## config.mk

```make
export PLATFORM = sky130hd
export DESIGN_NAME = stopwatch_ctrl
export DESIGN_NICKNAME = d
export VERILOG_FILES = /design/src/rtl/stopwatch_pkg.sv /design/src/rtl/key_debounce.sv /design/src/rtl/stopwatch_ctrl.sv
export SDC_FILE = /design/constraint.sdc
export NUM_CORES = 1
export LEC_CHECK = 0
export ABC_CLOCK_PERIOD_IN_PS = 6000
export CAP_MARGIN = 20
export CORE_ASPECT_RATIO = 1.2
export CORE_MARGIN = 2
export CORE_UTILIZATION = 30
export CTS_BUF_LIST = sky130_fd_sc_hd__clkbuf_4
export CTS_CLUSTER_SIZE = 20
export DETAILED_ROUTE_END_ITERATION = 10
export PLACE_DENSITY = 0.45
export SLEW_MARGIN = 40
export SYNTH_ARGS = -nofsm -noshare
export SYNTH_HDL_FRONTEND = slang
export SYNTH_SLANG_ARGS = --single-unit
```

## constraint.sdc

```tcl
create_clock -name CLOCK_50 -period 6 [get_ports CLOCK_50]
set_input_delay 0.9 -clock CLOCK_50 [delete_from_list [all_inputs] [get_ports CLOCK_50]]
set_output_delay 0.9 -clock CLOCK_50 [all_outputs]
set_load 0.01 [all_outputs]
```

## src/rtl/stopwatch_pkg.sv

```systemverilog
// Shared definitions for the stopwatch control unit: state encoding and
// prescaler sizing helpers.
package stopwatch_pkg;

    typedef enum logic [1:0] {
        ST_IDLE = 2'b00,
        ST_RUN  = 2'b01,
        ST_LAP  = 2'b10,
        ST_STOP = 2'b11
    } sw_state_e;

    function automatic int calc_div(input int clk_hz, input int tick_hz);
        return clk_hz / tick_hz;
    endfunction

    function automatic int presc_width(input int div);
        return (div > 1) ? $clog2(div) : 1;
    endfunction

endpackage

```

## src/rtl/key_debounce.sv

```systemverilog
// One pushbutton path: 2-flop synchronizer, stability counter and a
// registered single-cycle press pulse on an accepted 1->0 level change.
module key_debounce
    import stopwatch_pkg::*;
#(
    parameter int DEBOUNCE_CYCLES = 1000000
) (
    input  logic i_clk,
    input  logic i_rst,
    input  logic i_key_n,
    output logic o_press
);

    localparam int CW = $clog2(DEBOUNCE_CYCLES + 1);
    localparam logic [CW-1:0] CNT_LAST = CW'(DEBOUNCE_CYCLES - 1);
    localparam logic [CW-1:0] CNT_ONE  = CW'(1);
    localparam logic [CW-1:0] CNT_ZERO = CW'(0);

    logic          r_sync1;
    logic          r_sync2;
    logic          r_level;
    logic          r_level_d;
    logic          r_press;
    logic [CW-1:0] r_cnt;

    // Synchronize, debounce and detect the accepted press edge.
    always_ff @(posedge i_clk or posedge i_rst) begin
        if (i_rst) begin
            r_sync1   <= 1'b1;
            r_sync2   <= 1'b1;
            r_level   <= 1'b1;
            r_level_d <= 1'b1;
            r_press   <= 1'b0;
            r_cnt     <= CNT_ZERO;
        end else begin
            r_sync1   <= i_key_n;
            r_sync2   <= r_sync1;
            r_level_d <= r_level;
            r_press   <= r_level_d & ~r_level;
            if (r_sync2 == r_level) begin
                r_cnt <= CNT_ZERO;
            end else if (r_cnt == CNT_LAST) begin
                // Counter would reach DEBOUNCE_CYCLES on this edge: accept.
                r_level <= r_sync2;
                r_cnt   <= CNT_ZERO;
            end else begin
                r_cnt <= r_cnt + CNT_ONE;
            end
        end
    end

    assign o_press = r_press;

endmodule

```

## src/rtl/stopwatch_ctrl.sv

```systemverilog
// Stopwatch sequencer: debounced keys drive the IDLE/RUN/LAP/STOP FSM, and a
// prescaler produces the 100 Hz count enable for the BCD digit chain.
module stopwatch_ctrl
    import stopwatch_pkg::*;
#(
    parameter int CLK_HZ          = 50000000,
    parameter int TICK_HZ         = 100,
    parameter int DEBOUNCE_CYCLES = 1000000
) (
    input  logic       CLOCK_50,
    input  logic       reset,
    input  logic       KEY_START_N,
    input  logic       KEY_LAP_N,
    input  logic       KEY_CLR_N,
    output logic       tick,
    output logic       clear,
    output logic       hold,
    output logic       running,
    output logic [1:0] state
);

    localparam int DIV = calc_div(CLK_HZ, TICK_HZ);
    localparam int PW  = presc_width(DIV);
    localparam logic [PW-1:0] PRESC_LAST = PW'(DIV - 1);
    localparam logic [PW-1:0] PRESC_ONE  = PW'(1);
    localparam logic [PW-1:0] PRESC_ZERO = PW'(0);

    logic          w_start;
    logic          w_lap;
    logic          w_clr;
    logic          w_counting;
    sw_state_e     r_state;
    logic [PW-1:0] r_presc;
    logic          r_tick;
    logic          r_clear;
    logic          r_hold;
    logic          r_running;

    key_debounce #(.DEBOUNCE_CYCLES(DEBOUNCE_CYCLES)) u_key_start (
        .i_clk(CLOCK_50), .i_rst(reset), .i_key_n(KEY_START_N), .o_press(w_start)
    );
    key_debounce #(.DEBOUNCE_CYCLES(DEBOUNCE_CYCLES)) u_key_lap (
        .i_clk(CLOCK_50), .i_rst(reset), .i_key_n(KEY_LAP_N), .o_press(w_lap)
    );
    key_debounce #(.DEBOUNCE_CYCLES(DEBOUNCE_CYCLES)) u_key_clr (
        .i_clk(CLOCK_50), .i_rst(reset), .i_key_n(KEY_CLR_N), .o_press(w_clr)
    );

    assign w_counting = (r_state == ST_RUN) || (r_state == ST_LAP);

    // Control FSM with registered hold/running/clear; clr > start > lap.
    always_ff @(posedge CLOCK_50 or posedge reset) begin
        if (reset) begin
            r_state   <= ST_IDLE;
            r_clear   <= 1'b0;
            r_hold    <= 1'b0;
            r_running <= 1'b0;
        end else begin
            r_clear <= 1'b0;
            case (r_state)
                ST_IDLE: begin
                    if (w_start) begin
                        r_state   <= ST_RUN;
                        r_running <= 1'b1;
                    end
                end
                ST_RUN: begin
                    if (w_start) begin
                        r_state   <= ST_STOP;
                        r_running <= 1'b0;
                    end else if (w_lap) begin
                        r_state <= ST_LAP;
                        r_hold  <= 1'b1;
                    end
                end
                ST_LAP: begin
                    if (w_start) begin
                        r_state   <= ST_STOP;
                        r_hold    <= 1'b0;
                        r_running <= 1'b0;
                    end else if (w_lap) begin
                        r_state <= ST_RUN;
                        r_hold  <= 1'b0;
                    end
                end
                ST_STOP: begin
                    if (w_clr) begin
                        r_state <= ST_IDLE;
                        r_clear <= 1'b1;
                    end else if (w_start) begin
                        r_state   <= ST_RUN;
                        r_running <= 1'b1;
                    end
                end
                default: begin
                    r_state   <= ST_IDLE;
                    r_hold    <= 1'b0;
                    r_running <= 1'b0;
                end
            endcase
        end
    end

    // Prescaler: counts in RUN/LAP, freezes in STOP, zeroed in/into IDLE.
    always_ff @(posedge CLOCK_50 or posedge reset) begin
        if (reset) begin
            r_presc <= PRESC_ZERO;
            r_tick  <= 1'b0;
        end else begin
            r_tick <= 1'b0;
            if (w_counting) begin
                if (r_presc == PRESC_LAST) begin
                    r_presc <= PRESC_ZERO;
                    // A start press here means we are leaving RUN/LAP.
                    r_tick  <= ~w_start;
                end else begin
                    r_presc <= r_presc + PRESC_ONE;
                end
            end else if ((r_state == ST_IDLE) || ((r_state == ST_STOP) && w_clr)) begin
                r_presc <= PRESC_ZERO;
            end
        end
    end

    assign tick    = r_tick;
    assign clear   = r_clear;
    assign hold    = r_hold;
    assign running = r_running;
    assign state   = r_state;

endmodule

```

==> impl_results.md, run 1 <==
- CP Launch Type: flop
- Setup CP Type: flop to primary output
- Cell chain of the critical path: clkdlybuf4s50_1
- Main area contributors after synthesis: dfrtp_1 (46%), xor2_1 (6.9%), dfstp_2 (6.6%)
- Slew HR: 51.1%
- CTS tree: done
- Crit path DAT: 1540 ps
- Hold_sp: u_key_start.r_sync1$_DFF_PP1_
- Core area: 15600 um^2
- Number of global-route vias before repair: 3514
- TritonCTS Buffers: 9
- Filler Cell Count: 1635
- Fraction of layout cells with a size suffix above 1: 8.82%
- Drt initial violations: 252
- Unique cell type count in the Yosys netlist: 42
- Highest Clock Rate: 410 MHz
- Leakage: 2.15 nW
- Max FO, Critical Path: 5
- Die Y: 143 um
- Clock-pin slew of the registers on the worst-case setup and hold paths: 160 ps
- Syn Area/Cell: 9.95 um^2
- Final Max Slew Viols: 0
- Nets: 507
- Clock Root Buffer: clkbuf_4
- Hold Path Cell Cnt: 0
- Longest Clk Path Bufs: 2
- # H-tree levels: 3
- Starting density of the core: 30.7%
- Final Skew: 22.1 ps
- P per Cell Area: 207 nW/um^2
- Max incr delay on CP: 630 ps
- Met2 WL: 4590 um
- Top FF cell, synth: dfrtp_1
- Post-Syn Nets: 496
- Max Cap Violations: 0
- CP delay by family, top: buffers and inverters
- Sum Neg Setup Slack: 0 ps
- WP data required: 5100 ps
- Total number of yosys warnings: 0
- Die X: 120 um
- Unrepaired setup endpoints after global routing: no
- # port buffers: 10
- Slowest stage cell, crit path: clkdlybuf4s50_1
- Most instantiated library cell after synthesis: dfrtp_1
- Vias: 3420
- Met3 WL: 232 um
- Site Rows: 50
- Post-synth EDFFs: 0
- Post-route DRC violation count: 0
- Worst Hold Class: flop to flop
- Gp weighted congestion: 0.744
- Non-Filler Instances: 708
- Worst-case reg-to-reg path depth: 5
- Initial antenna violation count: 1
- Vias/cell: 4.83
- Endpoint, Worst Hold: u_key_start.r_sync2$_DFF_PP1_
- Half-perimeter wire length after placement: 6250 um
- Total grt overflow: 0
- Worst-margin pin slew: 733 ps
- Final hold vios: 0
- Final worst-path cycle share: 40.6%
- CP bufs+invs: 1
- Setup repair bufs after CTS: 0
- Leading area contributor after synthesis: dfrtp_1
- DR pass1 iterations: 4
- CTS hold repair buffers: 0
- First-pass GRT wire length: 16700 um
- Critical R2R Launch: r_presc[0]$_DFFE_PP0P_
- Uppermost layer routed: met4
- R2R setup slack: 3730 ps
- R2r endpoint: r_presc[8]$_DFFE_PP0P_
- DR WL/cell: 13.0 um
- Die Area: 17100 um^2
- Run status: complete, no violations
- Synth cell count leaders: dfrtp_1 (88), nor2_1 (78), xor2_1 (38), nand2_1 (35), nand3_1 (34)
- Placed cell count: 691
- GRT Total Usage: 12.2%
- Post-CTS Resized: 0
- Seq. cell area: 2520 um^2
- Largest net degree at the start of global routing: 74
- Worst IR Drop VDD: 69.7 uV
- Multi-input logic area: 2160 um^2
- Routed Antenna Nets: 0
- WL final: 9190 um
- Post-synth ARST share: 100%
- CTS Sinks: 100
- Metal1 wirelength: 4170 um
- Ports: 11
- Worst-Skew Late Latency: 470 ps
- Area grow syn2layout: 9.40%
- Setup violators final: 0
- #FFs+latches synth: 100
- Top cell type's share of synthesized area: 45.8%
- CP endpoint kind: primary output
- Netlist Area Pre-Place: 4810 um^2
- Post-Syn Instances: 483
- Final min period: 2440 ps
- Seq/Total Area, Yosys: 52.4%
-- cell usage in the layout (no fill, tap or decap), types with 3 or more instances in the layout --
| master | n |
|---|---|
| nor3_1 | 17 |
| nor4_1 | 10 |
| and3_1 | 10 |
| clkbuf_4 | 12 |
| or2_2 | 4 |
| clkdlybuf4s50_1 | 10 |
| and4_1 | 5 |
| nand4_1 | 18 |
| a21oi_1 | 12 |
| dfrtp_1 | 88 |
| xor2_1 | 38 |
| mux2_2 | 4 |
| nor2b_1 | 5 |
| nand3_1 | 34 |
| o21ai_0 | 16 |
| nand2_1 | 35 |
| xnor2_1 | 22 |
| a21o_1 | 4 |
| nor4bb_1 | 3 |
| ha_1 | 8 |
| nor4_2 | 3 |
| or3_1 | 8 |
| dfstp_2 | 12 |
| inv_1 | 14 |
| nor2_1 | 78 |
| a22o_1 | 4 |
-- where the power goes --
group | switching, mW | internal, mW
Sequential | 0.00670 | 0.683
Clock | 0.221 | 0.143
Combinational | 0.0240 | 0.00867
Total | 0.252 | 0.834
-- state kept, by name, indices dropped and copies added, names as in the netlist, 2 cells and up --
register	count
u_key_clr.r_cnt	20
u_key_lap.r_cnt	20
u_key_start.r_cnt	20
r_presc	19
state	2
-- metal layers --
metal / up-vias / global-route usage, %
li1: 1685 / -
met1: 1690 / 14.9
met2: 33 / 20.5
met3: 12 / 2.52
met4: 0 / 6.19
met5: - / 0
-- area by class of cell --
type,instances,share of cell area [%]
Tap cell,208,4.95
Clock inverter,4,0.976
Timing Repair Buffer,12,2.19
Antenna cell,1,0.0476
Clock buffer,12,1.71
Multi-Input combinational cell,356,41.1
Inverter,15,1.17
Sequential cell,100,47.9
-- worst max-delay path by stage --
stage	start	endpoint	cells after the start
global placement	reset	u_key_lap.r_level$_DFFE_PP1P_	3
floorplan	reset	clear$_DFF_PP0_	1
CTS	state[1]$_DFFE_PP0P_	state[1]	1
global route	state[1]$_DFFE_PP0P_	state[1]	1
detailed placement	reset	u_key_lap.r_level$_DFFE_PP1P_	3
finish	state[1]$_DFFE_PP0P_	state[1]	1
-- worst register-to-register path, stage by stage, from the launching register on --
cell and delay (ps):
dfrtp_1 430, ha_1 220, nand4_1 300, o21ai_2 700
o21ai_0 210, mux2_2 290
-- logic make-up (layout without fill, tap and decap cells) --
family	count (synthesis)	after routing	synth area share, %
other cells	0	1	0
mux	5	5	1.15
compound gates	44	44	5.55
xor+xnor	60	60	10.9
fa+ha+maj	8	8	2.08
buf+inv	27	43	2.68
simple gates	239	239	25.2
flops	100	100	52.4
-- stage by stage --
step           util [%]  area [um^2]  hold WS [ps]  total power [mW]  worst slack [ps]
2_1_floorplan         -         4810           345             0.726              2500
3_3_place_gp       32.7         5110           348             0.736              3470
3_5_place_dp       32.7         5110           347             0.737              3640
4_1_cts            33.6         5260           352              1.11              3510
5_1_grt            33.6         5260           336              1.15              3460
6_report           33.6         5260           339              1.09              3560
No activity file was read; power rests on OpenSTA's default activity.
==> inputs of run 2 (changes only) <==
ABC_CLOCK_PERIOD_IN_PS = 2340   (was 6000)
clock period = 2.34 ns   (was 6 ns; I/O delays follow)
==> run 2 against run 1 <==
Net effect:
- clock-buffer cell count down 3
- non-clock buffer count up 7
- clock power rose to 2.6 times the previous value
- via count down 0.70%
- setup slack worse by 3200 ps
- flip-flop and latch count unchanged
- critical path depth up 5
- clock skew down 2.4 ps
- worst hold slack worse by 180 ps
- die area unchanged
- register-to-register slack worse by 3400 ps
==> impl_results.md, run 2 (synthesis results as in run 1) <==
- Ports: 11
- Critical R2R Launch: r_presc[0]$_DFFE_PP0P_
- Filler Cell Count: 1647
- Crit path DAT: 2400 ps
- Clock-pin slew of the registers on the worst-case setup and hold paths: 170 ps
- Internal: 2.11 mW
- Max FO, Critical Path: 7
- CP Launch Type: flop
- Seq. cell area: 2520 um^2
- Final Skew: 19.7 ps
- P per Cell Area: 525 nW/um^2
- Die Y: 143 um
- Half-perimeter wire length after placement: 6540 um
- Gp weighted congestion: 0.795
- Setup CP Type: flop to flop
- Post-route DRC violation count: 0
- Clock group share of total power: 33.5%
- CP bufs+invs: 0
- WL final: 9460 um
- Commonest non-fill, non-tap cell in the layout: dfrtp_1
- Die X: 120 um
- Area grow syn2layout: 11.0%
- Routed Antenna Nets: 0
- Cell chain of the critical path: ha_1 > nand4_1 > or2_2 > nor3_1 > o21ai_0 > a22o_1
- Sum Neg Setup Slack: 0 ps
- Run status: complete, no violations
- Total grt overflow: 0
- CP delay by family, top: simple AND/OR/NAND/NOR gates
- CP endpoint kind: flop
- Starting density of the core: 30.7%
- Clock Root Buffer: clkbuf_4
- Post-CTS Resized: 0
- Setup repair bufs after CTS: 0
- Max incr delay on CP: 470 ps
- Biggest regs: u_key_clr.r_cnt x20, u_key_lap.r_cnt x20, u_key_start.r_cnt x20
- P_sw: 686 uW
- WP data required: 2720 ps
- Vias: 3396
- Slew HR: 63.4%
- Logic pwr share: 3.4%
- Multi-input logic area: 2160 um^2
- Dpl ws: 356 ps
- Worst Hold Class: input pin to async pin
- Final hold vios: 0
- Die Area: 17100 um^2
- Worst-margin pin slew: 544 ps
- Setup violators final: 0
- Vias/cell: 4.75
- Power, Total: 2.80 mW
- CTS Sinks: 100
- GRT Total Usage: 12.3%
- Nets: 514
- DR pass1 iterations: 4
- TritonCTS Buffers: 9
- Unrepaired setup endpoints after global routing: no
- Setup crit start: r_presc[0]$_DFFE_PP0P_
- Longest Clk Path Bufs: 2
- First-pass GRT wire length: 16900 um
- Number of global-route vias before repair: 3524
- Drt initial violations: 111
- Largest net degree at the start of global routing: 55
- Site Rows: 50
- Highest Clock Rate: 495 MHz
- Slowest stage cell, crit path: or2_2
- CTS hold repair buffers: 0
- Sw Ratio: 24.5%
- Sequential power share: 63.2%
- Most frequent cells in the layout: dfrtp_1 (88), nor2_1 (78), xor2_1 (38)
- Worst-Skew Late Latency: 470 ps
- Core area: 15600 um^2
- # H-tree levels: 3
- Final worst-path cycle share: 86.4%
- Initial antenna violation count: 1
- Max Cap Violations: 0
- Fraction of layout cells with a size suffix above 1: 10.1%
- Worst IR Drop VDD: 280 uV
- # port buffers: 10
- DR WL/cell: 13.2 um
- Final WS setup: 319 ps
- CTS tree: done
- Final Max Slew Viols: 0
- Leakage: 2.19 nW
- Final min period: 2020 ps
-- run 2: changes by cell type in the layout (fill, tap and decap cells not counted) --
cell,previous run,this run
clkinvlp_4,0,2
buf_12,0,2
inv_6,2,1
clkinv_4,1,3
buf_4,2,7
clkbuf_4,12,9
-- run 2: worst paths after layout --
path / slack [ps] / depth (start not counted) / end
worst min-delay path: 160 / 2 / u_key_start.r_cnt[2]$_DFF_PP0_
worst min register to register: 370 / 0 / u_key_clr.r_sync2$_DFF_PP1_
max in group asynchronous: 1540 / 3 / u_key_lap.r_level$_DFFE_PP1P_
worst max-delay path: 320 / 6 / r_presc[12]$_DFFE_PP0P_
min in group CLOCK_50: 280 / 1 / u_key_start.r_sync1$_DFF_PP1_
worst max register to register: 320 / 6 / r_presc[12]$_DFFE_PP0P_
-- run 2: cell type report --
type                       instances  share of cell area, %
clock buffer                       9                   1.27
inverter                          15                   1.13
antenna                            1                 0.0469
tap                              208                   4.88
timing repair buffer              19                   3.61
clock inverter                     7                   1.43
sequential                       100                   47.2
multi-input combinational        356                   40.5
-- run 2: per-stage QoR --
step | util [%] | cell area (um^2) | std cells | hold WS [ps]
6_report | 34.1 | 5340 | 715 | 162
5_1_grt | 34.1 | 5340 | 715 | 136
4_1_cts | 34.1 | 5330 | 714 | 116
3_5_place_dp | 33.2 | 5190 | 698 | 347
3_3_place_gp | 33.2 | 5190 | 698 | 347
2_1_floorplan | - | 4810 | 483 | 345
-- run 2: power groups by stage --
stage | Combinational [mW] | Sequential [mW] | Clock, mW
2_1_floorplan | 0.0660 | 1.80 | 0
3_3_place_gp | 0.0977 | 1.80 | 0
3_5_place_dp | 0.0988 | 1.80 | 0
4_1_cts | 0.0996 | 1.77 | 1.01
5_1_grt | 0.110 | 1.77 | 1.08
6_report | 0.0939 | 1.77 | 0.937
-- run 2: metal layers --
layer	track usage, %	share of wire, %	wire, um
met1	15.1	47	4440
met2	21.0	49	4610
met3	2.24	2.2	209
met4	5.88	2.1	198
met5	0	0	0
